--- src/rtl/cordic_sched.sv ---
// Round-robin front end that time-shares one pipelined CORDIC among NCHAN requesters.
// A channel tag travels alongside the CORDIC pipeline so each result is routed to its owner.
module cordic_sched #(
  parameter int unsigned CHW      = 2,
  parameter int unsigned BITWIDTH = 16,
  parameter int unsigned ZWIDTH   = 16,
  parameter int unsigned LATENCY  = 13,
  localparam int unsigned NCHAN   = 2 ** CHW
) (
  input  logic                      clock,
  input  logic                      reset_n,
  input  logic                      enable,
  input  logic [NCHAN-1:0]          chan_mask,
  input  logic [NCHAN-1:0]          req_valid,
  input  logic [NCHAN*BITWIDTH-1:0] req_x,
  input  logic [NCHAN*BITWIDTH-1:0] req_y,
  input  logic [NCHAN*ZWIDTH-1:0]   req_z,
  output logic [NCHAN-1:0]          req_ready,
  output logic                      cordic_reset,
  output logic                      cordic_enable,
  output logic [BITWIDTH-1:0]       cordic_xi,
  output logic [BITWIDTH-1:0]       cordic_yi,
  output logic [ZWIDTH-1:0]         cordic_zi,
  input  logic [BITWIDTH-1:0]       cordic_xo,
  input  logic [BITWIDTH-1:0]       cordic_yo,
  input  logic [ZWIDTH-1:0]         cordic_zo,
  output logic [NCHAN-1:0]          res_valid,
  output logic [BITWIDTH-1:0]       res_x,
  output logic [BITWIDTH-1:0]       res_y,
  output logic [ZWIDTH-1:0]         res_z,
  output logic [CHW+4:0]            in_flight,
  output logic                      busy
);

  logic [1:0]                 rst_sync_q;
  logic [NCHAN-1:0]           eligible;
  logic [NCHAN-1:0]           grant;
  logic [CHW-1:0]             grant_idx;
  logic                       xfer;
  logic [CHW-1:0]             last_q;
  logic [BITWIDTH-1:0]        sel_x, sel_y;
  logic [ZWIDTH-1:0]          sel_z;
  logic [LATENCY:0]           tag_v_q;
  logic [LATENCY:0][CHW-1:0]  tag_ch_q;
  logic                       res_fire;
  logic [CHW+4:0]             in_flight_q, in_flight_d;

  // Assert immediately, release two edges after reset_n rises.
  always_ff @(posedge clock or negedge reset_n) begin
    if (!reset_n) begin
      rst_sync_q <= 2'b11;
    end else begin
      rst_sync_q <= {rst_sync_q[0], 1'b0};
    end
  end

  assign cordic_reset  = rst_sync_q[1];
  assign cordic_enable = enable;

  assign eligible = req_valid & chan_mask & {NCHAN{enable & ~cordic_reset}};

  // Search from last+1 upward, wrapping; the CHW-bit sum wraps modulo NCHAN.
  always_comb begin
    logic [CHW-1:0] idx;
    logic           found;
    grant     = '0;
    grant_idx = '0;
    idx       = '0;
    found     = 1'b0;
    for (int unsigned d = 1; d <= NCHAN; d++) begin
      idx = last_q + CHW'(d);
      if (!found && eligible[idx]) begin
        found     = 1'b1;
        grant_idx = idx;
      end
    end
    if (found) begin
      grant[grant_idx] = 1'b1;
    end
  end

  assign req_ready = grant;
  assign xfer      = |grant;

  assign sel_x = req_x[grant_idx*BITWIDTH +: BITWIDTH];
  assign sel_y = req_y[grant_idx*BITWIDTH +: BITWIDTH];
  assign sel_z = req_z[grant_idx*ZWIDTH +: ZWIDTH];

  always_comb begin
    res_valid = '0;
    if (tag_v_q[LATENCY] && enable) begin
      res_valid[tag_ch_q[LATENCY]] = 1'b1;
    end
  end

  assign res_fire    = |res_valid;
  assign in_flight_d = in_flight_q + (CHW+5)'(xfer) - (CHW+5)'(res_fire);

  // Everything below freezes with enable low so tags stay aligned with the CORDIC.
  always_ff @(posedge clock or negedge reset_n) begin
    if (!reset_n) begin
      cordic_xi   <= '0;
      cordic_yi   <= '0;
      cordic_zi   <= '0;
      tag_v_q     <= '0;
      tag_ch_q    <= '0;
      last_q      <= CHW'(NCHAN - 1);
      in_flight_q <= '0;
    end else if (enable) begin
      cordic_xi   <= xfer ? sel_x : '0;
      cordic_yi   <= xfer ? sel_y : '0;
      cordic_zi   <= xfer ? sel_z : '0;
      tag_v_q     <= {tag_v_q[LATENCY-1:0], xfer};
      tag_ch_q    <= {tag_ch_q[LATENCY-1:0], grant_idx};
      in_flight_q <= in_flight_d;
      if (xfer) begin
        last_q <= grant_idx;
      end
    end
  end

  assign res_x     = cordic_xo;
  assign res_y     = cordic_yo;
  assign res_z     = cordic_zo;
  assign in_flight = in_flight_q;
  assign busy      = |in_flight_q;

endmodule

--- config.mk ---
export PLATFORM = sky130hd
export DESIGN_NAME = cordic_sched
export DESIGN_NICKNAME = d
export VERILOG_FILES = /design/src/rtl/cordic_sched.sv
export SDC_FILE = /design/constraint.sdc
export NUM_CORES = 1
export LEC_CHECK = 0
export ABC_AREA = 0
export ABC_CLOCK_PERIOD_IN_PS = 3900
export CAP_MARGIN = 20
export CORE_ASPECT_RATIO = 1.4
export CORE_MARGIN = 5
export CORE_UTILIZATION = 35
export CTS_CLUSTER_DIAMETER = 50
export DETAILED_ROUTE_END_ITERATION = 10
export PLACE_DENSITY_LB_ADDON = 0.2
export SYNTH_ARGS = -nofsm -noshare
export SYNTH_HDL_FRONTEND = slang
export SYNTH_SLANG_ARGS = --single-unit
--- constraint.sdc ---
create_clock -name clock -period 3.9 [get_ports clock]
set_clock_uncertainty 0.15 [all_clocks]
set_input_delay 0.78 -clock clock [delete_from_list [all_inputs] [get_ports clock]]
set_output_delay 0.78 -clock clock [all_outputs]
set_load 0.01 [all_outputs]
# ---- Word-level counts from Yosys, hierarchy flattened
# Cells that the tools add are included.
dict set report totals {
  regBits 101
  latch_bits 0
  ramBits 0
  mem_bits_ro 0
  in_bits 251
  output_inout_bits 114
  elab_cells 79
  mem_count 0
}
dict set report classes {
  add_sub_neg 5
  mul 0
  div_mod_pow 0
  order_cmp 8
  eq_ne 0
  shifts 3
  n_mux 25
  n_bitwise 4
  reduce_logical 13
}
# op n
set op_table {}
lappend op_table {{$shiftx A64 B7 Y16} 3}
lappend op_table {{$mux W16} 3}
lappend op_table {{$lt A2 B3 Y1 const B} 6}
lappend op_table {{$mux W1} 10}
lappend op_table {{$and A4 B4 Y4} 2}
lappend op_table {{$bmux W1 S2} 4}
lappend op_table {{$mux W2} 4}
lappend op_table {{$mux W4} 2}
lappend op_table {{$reduce_or A4 Y1} 2}
lappend op_table {{$add A7 B1 Y7} 1}
lappend op_table {{$reduce_or A7 Y1} 1}
lappend op_table {{$sub A7 B1 Y7} 1}
lappend op_table {{$logic_and A1 B1 Y1} 6}
lappend op_table {{$add A2 B2 Y2 const B} 2}
lappend op_table {{$demux W1 S2} 2}
lappend op_table {{$ge A2 B1 Y1 const B} 2}
lappend op_table {{$logic_not A1 Y1} 3}
lappend op_table {{$add A2 B1 Y2 const B} 1}
lappend op_table {{$reduce_and A2 Y1} 1}
lappend op_table {{$and A1 B1 Y1} 1}
lappend op_table {{$not A1 Y1} 1}

# ---- Depth between registers and ports, before layout
# Gate-level depths: netlist of the first run.
dict set report depth {
  word_depth 23
  ltp_mapped 13
}

# ---- Worst setup path before layout of the first run
# OpenSTA, ideal clock, no wires.
dict set report synth_timing {
  kind {in2reg}
  start {input port enable}
  end {register in_flight_q[6], in the netlist in_flight[6]}
  setup_ns 0.080
  arrival_ns 3.254
  required_time_ns 3.670
  slack_ns 0.416
  stages 13
  path_buffers 2
  path_cell_list {buf_2 buf_2 nand4b_1 o2111a_1 ha_1 inv_1 ha_1 inv_1 fa_1 nand2b_1 a211o_1 a211oi_1 xnor2_1}
}
dict set report synth_via {
  elab_chain_len 22
  elab_cells_between_ends 36
  cone_classes {add/sub (2); order compare (2); mux (20); bitwise (2); reduce/logical (10)}
}
# element line_no
set synth_rtl {}
lappend synth_rtl {{start, declared} 12} ;# input logic enable,
lappend synth_rtl {{$and A1 B1 Y1} 60} ;# assign eligible = req_valid & chan_mask & {NCHAN{enable & ~cordic_reset}};
lappend synth_rtl {{$and A4 B4 Y4} 60}
lappend synth_rtl {{$bmux W1 S2} 72} ;# if (!found && eligible[idx]) begin
lappend synth_rtl {{$mux W1 (not written as such)} 72}
lappend synth_rtl {{$mux W1} 72}
lappend synth_rtl {{$logic_not A1 Y1} 72}
lappend synth_rtl {{$logic_and A1 B1 Y1} 72}
lappend synth_rtl {{$mux W1} 72}
lappend synth_rtl {{[6 not listed]} --}
lappend synth_rtl {{$lt A2 B3 Y1 (not written as such) or $ge A2 B1 Y1 (tied branches)} 78} ;# grant[grant_idx] = 1'b1;
lappend synth_rtl {{$logic_and A1 B1 Y1 (not written as such)} 78}
lappend synth_rtl {{$mux W1 (not written as such)} 78}
lappend synth_rtl {{$demux W1 S2} 78}
lappend synth_rtl {{$mux W4} 77} ;# if (found) begin
lappend synth_rtl {{$reduce_or A4 Y1} 83} ;# assign xfer = |grant;
lappend synth_rtl {{$add A7 B1 Y7} 97} ;# assign in_flight_d = in_flight_q + (CHW+5)'(xfer) - (CHW+5)'(res_fire);
lappend synth_rtl {{$sub A7 B1 Y7} 97}
lappend synth_rtl {{end signal, assigned} 115} ;# in_flight_q <= in_flight_d;
lappend synth_rtl {{end, declared} 46} ;# logic [CHW+4:0] in_flight_q, in_flight_d;
# Several ways; a longest one is shown, not always the timed one. The select of a mux whose other input is x is not followed.
# A chain may end at the register's enable or synchronous reset.

# ---- Worst setup path after layout of the first run
dict set report layout_timing {
  start {input port chan_mask[0]}
  end {output port req_ready[3]}
}
dict set report layout_via {
  elab_chain_len 19
  elab_cells_between_ends 30
  cone_classes {order compare (2); mux (19); bitwise (2); reduce/logical (7)}
}
# element line_no
set layout_rtl {}
lappend layout_rtl {{start, declared} 13} ;# input logic [NCHAN-1:0] chan_mask,
lappend layout_rtl {{$and A4 B4 Y4 * (2 in series)} 60}
lappend layout_rtl {{$bmux W1 S2} 72}
lappend layout_rtl {{$mux W1 (not written as such)} 72}
lappend layout_rtl {{$mux W1} 72}
lappend layout_rtl {{$logic_not A1 Y1} 72}
lappend layout_rtl {{$logic_and A1 B1 Y1} 72}
lappend layout_rtl {{$mux W1} 72}
lappend layout_rtl {{$logic_not A1 Y1} 72}
lappend layout_rtl {{[2 not listed]} --}
lappend layout_rtl {{$logic_not A1 Y1} 72}
lappend layout_rtl {{$logic_and A1 B1 Y1} 72}
lappend layout_rtl {{$mux W2} 72}
lappend layout_rtl {{$lt A2 B3 Y1 (not written as such) or $ge A2 B1 Y1 (tied branches)} 78}
lappend layout_rtl {{$logic_and A1 B1 Y1 (not written as such)} 78}
lappend layout_rtl {{$mux W1 (not written as such)} 78}
lappend layout_rtl {{$demux W1 S2} 78}
lappend layout_rtl {{$mux W4 *} 77}
lappend layout_rtl {{end, declared} 18} ;# output logic [NCHAN-1:0] req_ready,
# Every way passes the cells marked *; elsewhere a longest branch is shown, timed or not. The select of a mux whose other input is x is not followed.

==> results.ini, run 1 <==
[outcome]
status = complete, no violations

[synth]
ys_types = 56
synth_top_cell_by_area = dfrtp_1
yosysSeqAreaShare_pct = 38.4
ys_warn_count = 0
synth_top_area_share_pct = 36.8
syn_avg_cell_area_um2 = 9.78
synthCells = 674
yosys_most_used_dff = dfrtp_1
ys_top_cells_by_area = dfrtp_1 37%, o211ai_1 10%, nand4_1 9.1%, mux2_2 6.8%, a41oi_1 6.4%
synth-edff-count = 0
synth_area_um2 = 6600
syn_nets = 935
synth.ff_latch_count = 101
synthArstFlopShare_pct = 100

[worst_setup_path]
critPathArrivalTime_ns = 2.61
worst_setup_path_start_kind = input pin
ff2ff_path_depth = 11
crit_path_end_kind = primary output
cp_max_fo = 4
worstPathRequired_ns = 2.97
critical_path_class = in -> out

[cts]
cts_buffer_depth = 2
cts_tree = yes
cts_htree_levels = 3
cts_hold_buf = 0
cts_buffers = 9
cts_root_buf = clkbuf_16
cts_setup_buffers = 0
clk_latency_ns = 0.34
clock_sinks = 101
clk_transition_reported_paths_ns = 0.06
ctsResizeCount = 0

[detailed_routing]
drt-vias-per-instance = 6.14
wl_per_cell_um = 23.5
drc = 0
wirelength_mm = 25.8
first_pass_iters = 4
drt_iter0_drc = 399
detail-route-antenna-nets = 0
num_vias = 6753

[sta]
rsz0062_at_grt = false
finalSetupViolations = 0
worst_pin_slew_ns = 0.850
fin_crit_sh_pct = 90.8
fmax_ghz = 0.282
period_needed_ns = 3.54
slew_headroom_pct = 43.4
drv_slew = 0
fin_tns_setup_ns = 0
final_hold_viol_count = 0

[placement]
dp_hpwl_mm = 17.3
port_buffers = 268
gp_congestion = 0.890
dpl-instance-area_um2 = 9070

[power]
power-per-cell-area_nw_per_um2 = 415
power.leakage_uw = 0.00361
pwr-share-clk_pct = 23.0
ir_drop_mv = 0.205
power_uw = 3880
netSwitchingPower_uw = 1310
internal_power_uw = 2570
seq_power_share_pct = 38.2
p_sw_share_pct = 33.7
p_comb_share_pct = 38.8

[global_route]
grt_pass1_vias = 7375
antenna_found_initial = 2
grt_max_degree = 64
gr-total-overflow = 0
grt_pass1_wl_mm = 40.2
grt.total_usage_pct = 22.9

[floorplan]
initial_core_util_pct = 35.5
core_area_um2 = 18600
die_x_um = 126
boundaryPins = 365
die_h_um = 172
die-area_um2 = 21700
placementRows = 59

[cells_and_area]
drive_gt1_share_pct = 12.4
synthToLayoutAreaGrowth_pct = 42.0
nFillCells = 1777
num-nets-final = 1110
final_area_um2 = 9370

[flow_run]
maxCapViolCount = 0

[hold_path]
hold_class = reg -> reg
min_path_cells = 0

[state kept, by name (all words and copies together) (netlist names)]
name and flops:
last_q 2, cordic_xi 16, cordic_zi 16, tag_v_q 14
in_flight 7, cordic_yi 16, tag_ch_q 28, rst_sync_q 2
[per-stage QoR]
stage          cells  util (%)  setup slack (ns)  hold WS, ns
2_1_floorplan    674         -             0.416        0.195
3_3_place_gp    1082      48.8             0.140        0.210
3_5_place_dp    1082      48.8            0.0561        0.214
4_1_cts         1098      50.3             0.353        0.223
5_1_grt         1100      50.3             0.194        0.224
6_report        1100      50.3             0.360        0.219
[logic make-up (layout without fill, tap and decap cells)]
family          count (synthesis)  count (layout)  synth area share, %
simple gates                  196             196                 18.3
buf+inv                       142             322                 11.9
compound gates                180             180                 22.0
other cells                     1               3               0.0569
flops                         101             101                 38.4
fa+ha+maj                      10              10                 2.01
xor+xnor                        2               2                0.266
mux                            42              42                 7.13
[cell usage in the layout (no fill, tap or decap), drive strengths merged, types with 2 or more instances in the layout]
| cell | instances |
|---|---|
| a21boi | 2 |
| a21oi | 8 |
| a221o | 2 |
| a22o | 2 |
| a22oi | 2 |
| a32oi | 2 |
| a41oi | 48 |
| and3 | 3 |
| and4b | 2 |
| buf | 25 |
| clkbuf | 12 |
| clkdlybuf4s50 | 266 |
| clkinv | 2 |
| dfrtp | 97 |
| dfstp | 4 |
| diode | 2 |
| ha | 9 |
| inv | 15 |
| mux2 | 40 |
| mux2i | 2 |
| nand2 | 11 |
| nand2b | 5 |
| nand3 | 5 |
| nand4 | 96 |
| nand4b | 4 |
| nor2 | 7 |
| nor2b | 51 |
| nor3 | 2 |
| nor3b | 3 |
| o211ai | 98 |
| o21ai | 7 |
| xnor2 | 2 |
[final timing paths]
check / slack (ns) / startpoint / end
setup reg to reg: 0.66 / rst_sync_q[1]$_DFF_PN1_ / in_flight[6]$_DFFE_PN0P_
hold reg to reg: 0.22 / rst_sync_q[0]$_DFF_PN1_ / rst_sync_q[1]$_DFF_PN1_
max in group asynchronous: 2.42 / reset_n / rst_sync_q[0]$_DFF_PN1_
setup / recovery: 0.36 / chan_mask[0] / req_ready[3]
hold / removal: 0.22 / rst_sync_q[0]$_DFF_PN1_ / rst_sync_q[1]$_DFF_PN1_
min in group asynchronous: 0.40 / reset_n / cordic_xi[9]$_DFFE_PN0P_
[power groups by stage]
stage               registers [uW]  clock network, uW  logic (uW)
floorplan                     1490                  0         858
global placement              1480                  0        1470
detailed placement            1500                  0        1500
CTS                           1490                918        1510
global route                  1520                957        1630
finish                        1480                894        1510
[cells in the mapped netlist (all sizes together), types with 2 or more instances]
cell type / number
buf: 84
a41oi: 48
a22oi: 2
mux2i: 2
mux2: 40
a22o: 2
a21oi: 8
o21ai: 7
and3: 3
and4b: 2
xnor2: 2
ha: 9
a221o: 2
nand2b: 5
nor2b: 51
clkbuf: 43
a32oi: 2
inv: 15
o211ai: 98
nor3b: 3
dfrtp: 97
dfstp: 4
nor3: 2
a21boi: 2
nand2: 11
nand4b: 4
nor2: 7
nand3: 5
nand4: 96
[per-layer routing]
layer  vias up  GRT usage, %  routed length [um]
li1       2928             -                   -
met1      3367          27.0                9490
met2       388          38.2               13000
met3        70          7.57                2460
met4         0          10.3                 867
met5         -         0.452                   0
[area by class of cell]
cell class | instances | area, um^2 | area share, %
multi-input combinational | 431 | 3320 | 35.4
timing repair buffer | 291 | 2860 | 30.6
sequential | 101 | 2530 | 27.0
tap | 244 | 305 | 3.26
clock buffer | 12 | 236 | 2.52
inverter | 15 | 56.3 | 0.601
clock inverter | 4 | 51.3 | 0.548
antenna | 2 | 5.00 | 0.0534
[worst max-delay path, stage by stage]
cell             delay [ns]
clkdlybuf4s50_1        0.48
buf_4                  0.13
a32oi_1                0.09
a221o_2                0.41
and3_1                 0.19
clkdlybuf4s50_1        0.53
(Power assumes the default switching activity.)
==> inputs of run 2 (changes only) <==
CTS_CLUSTER_SIZE = 25   (was not set)
==> results of run 2 <==
Final layout, timing and power as in run 1 (identical DEF).
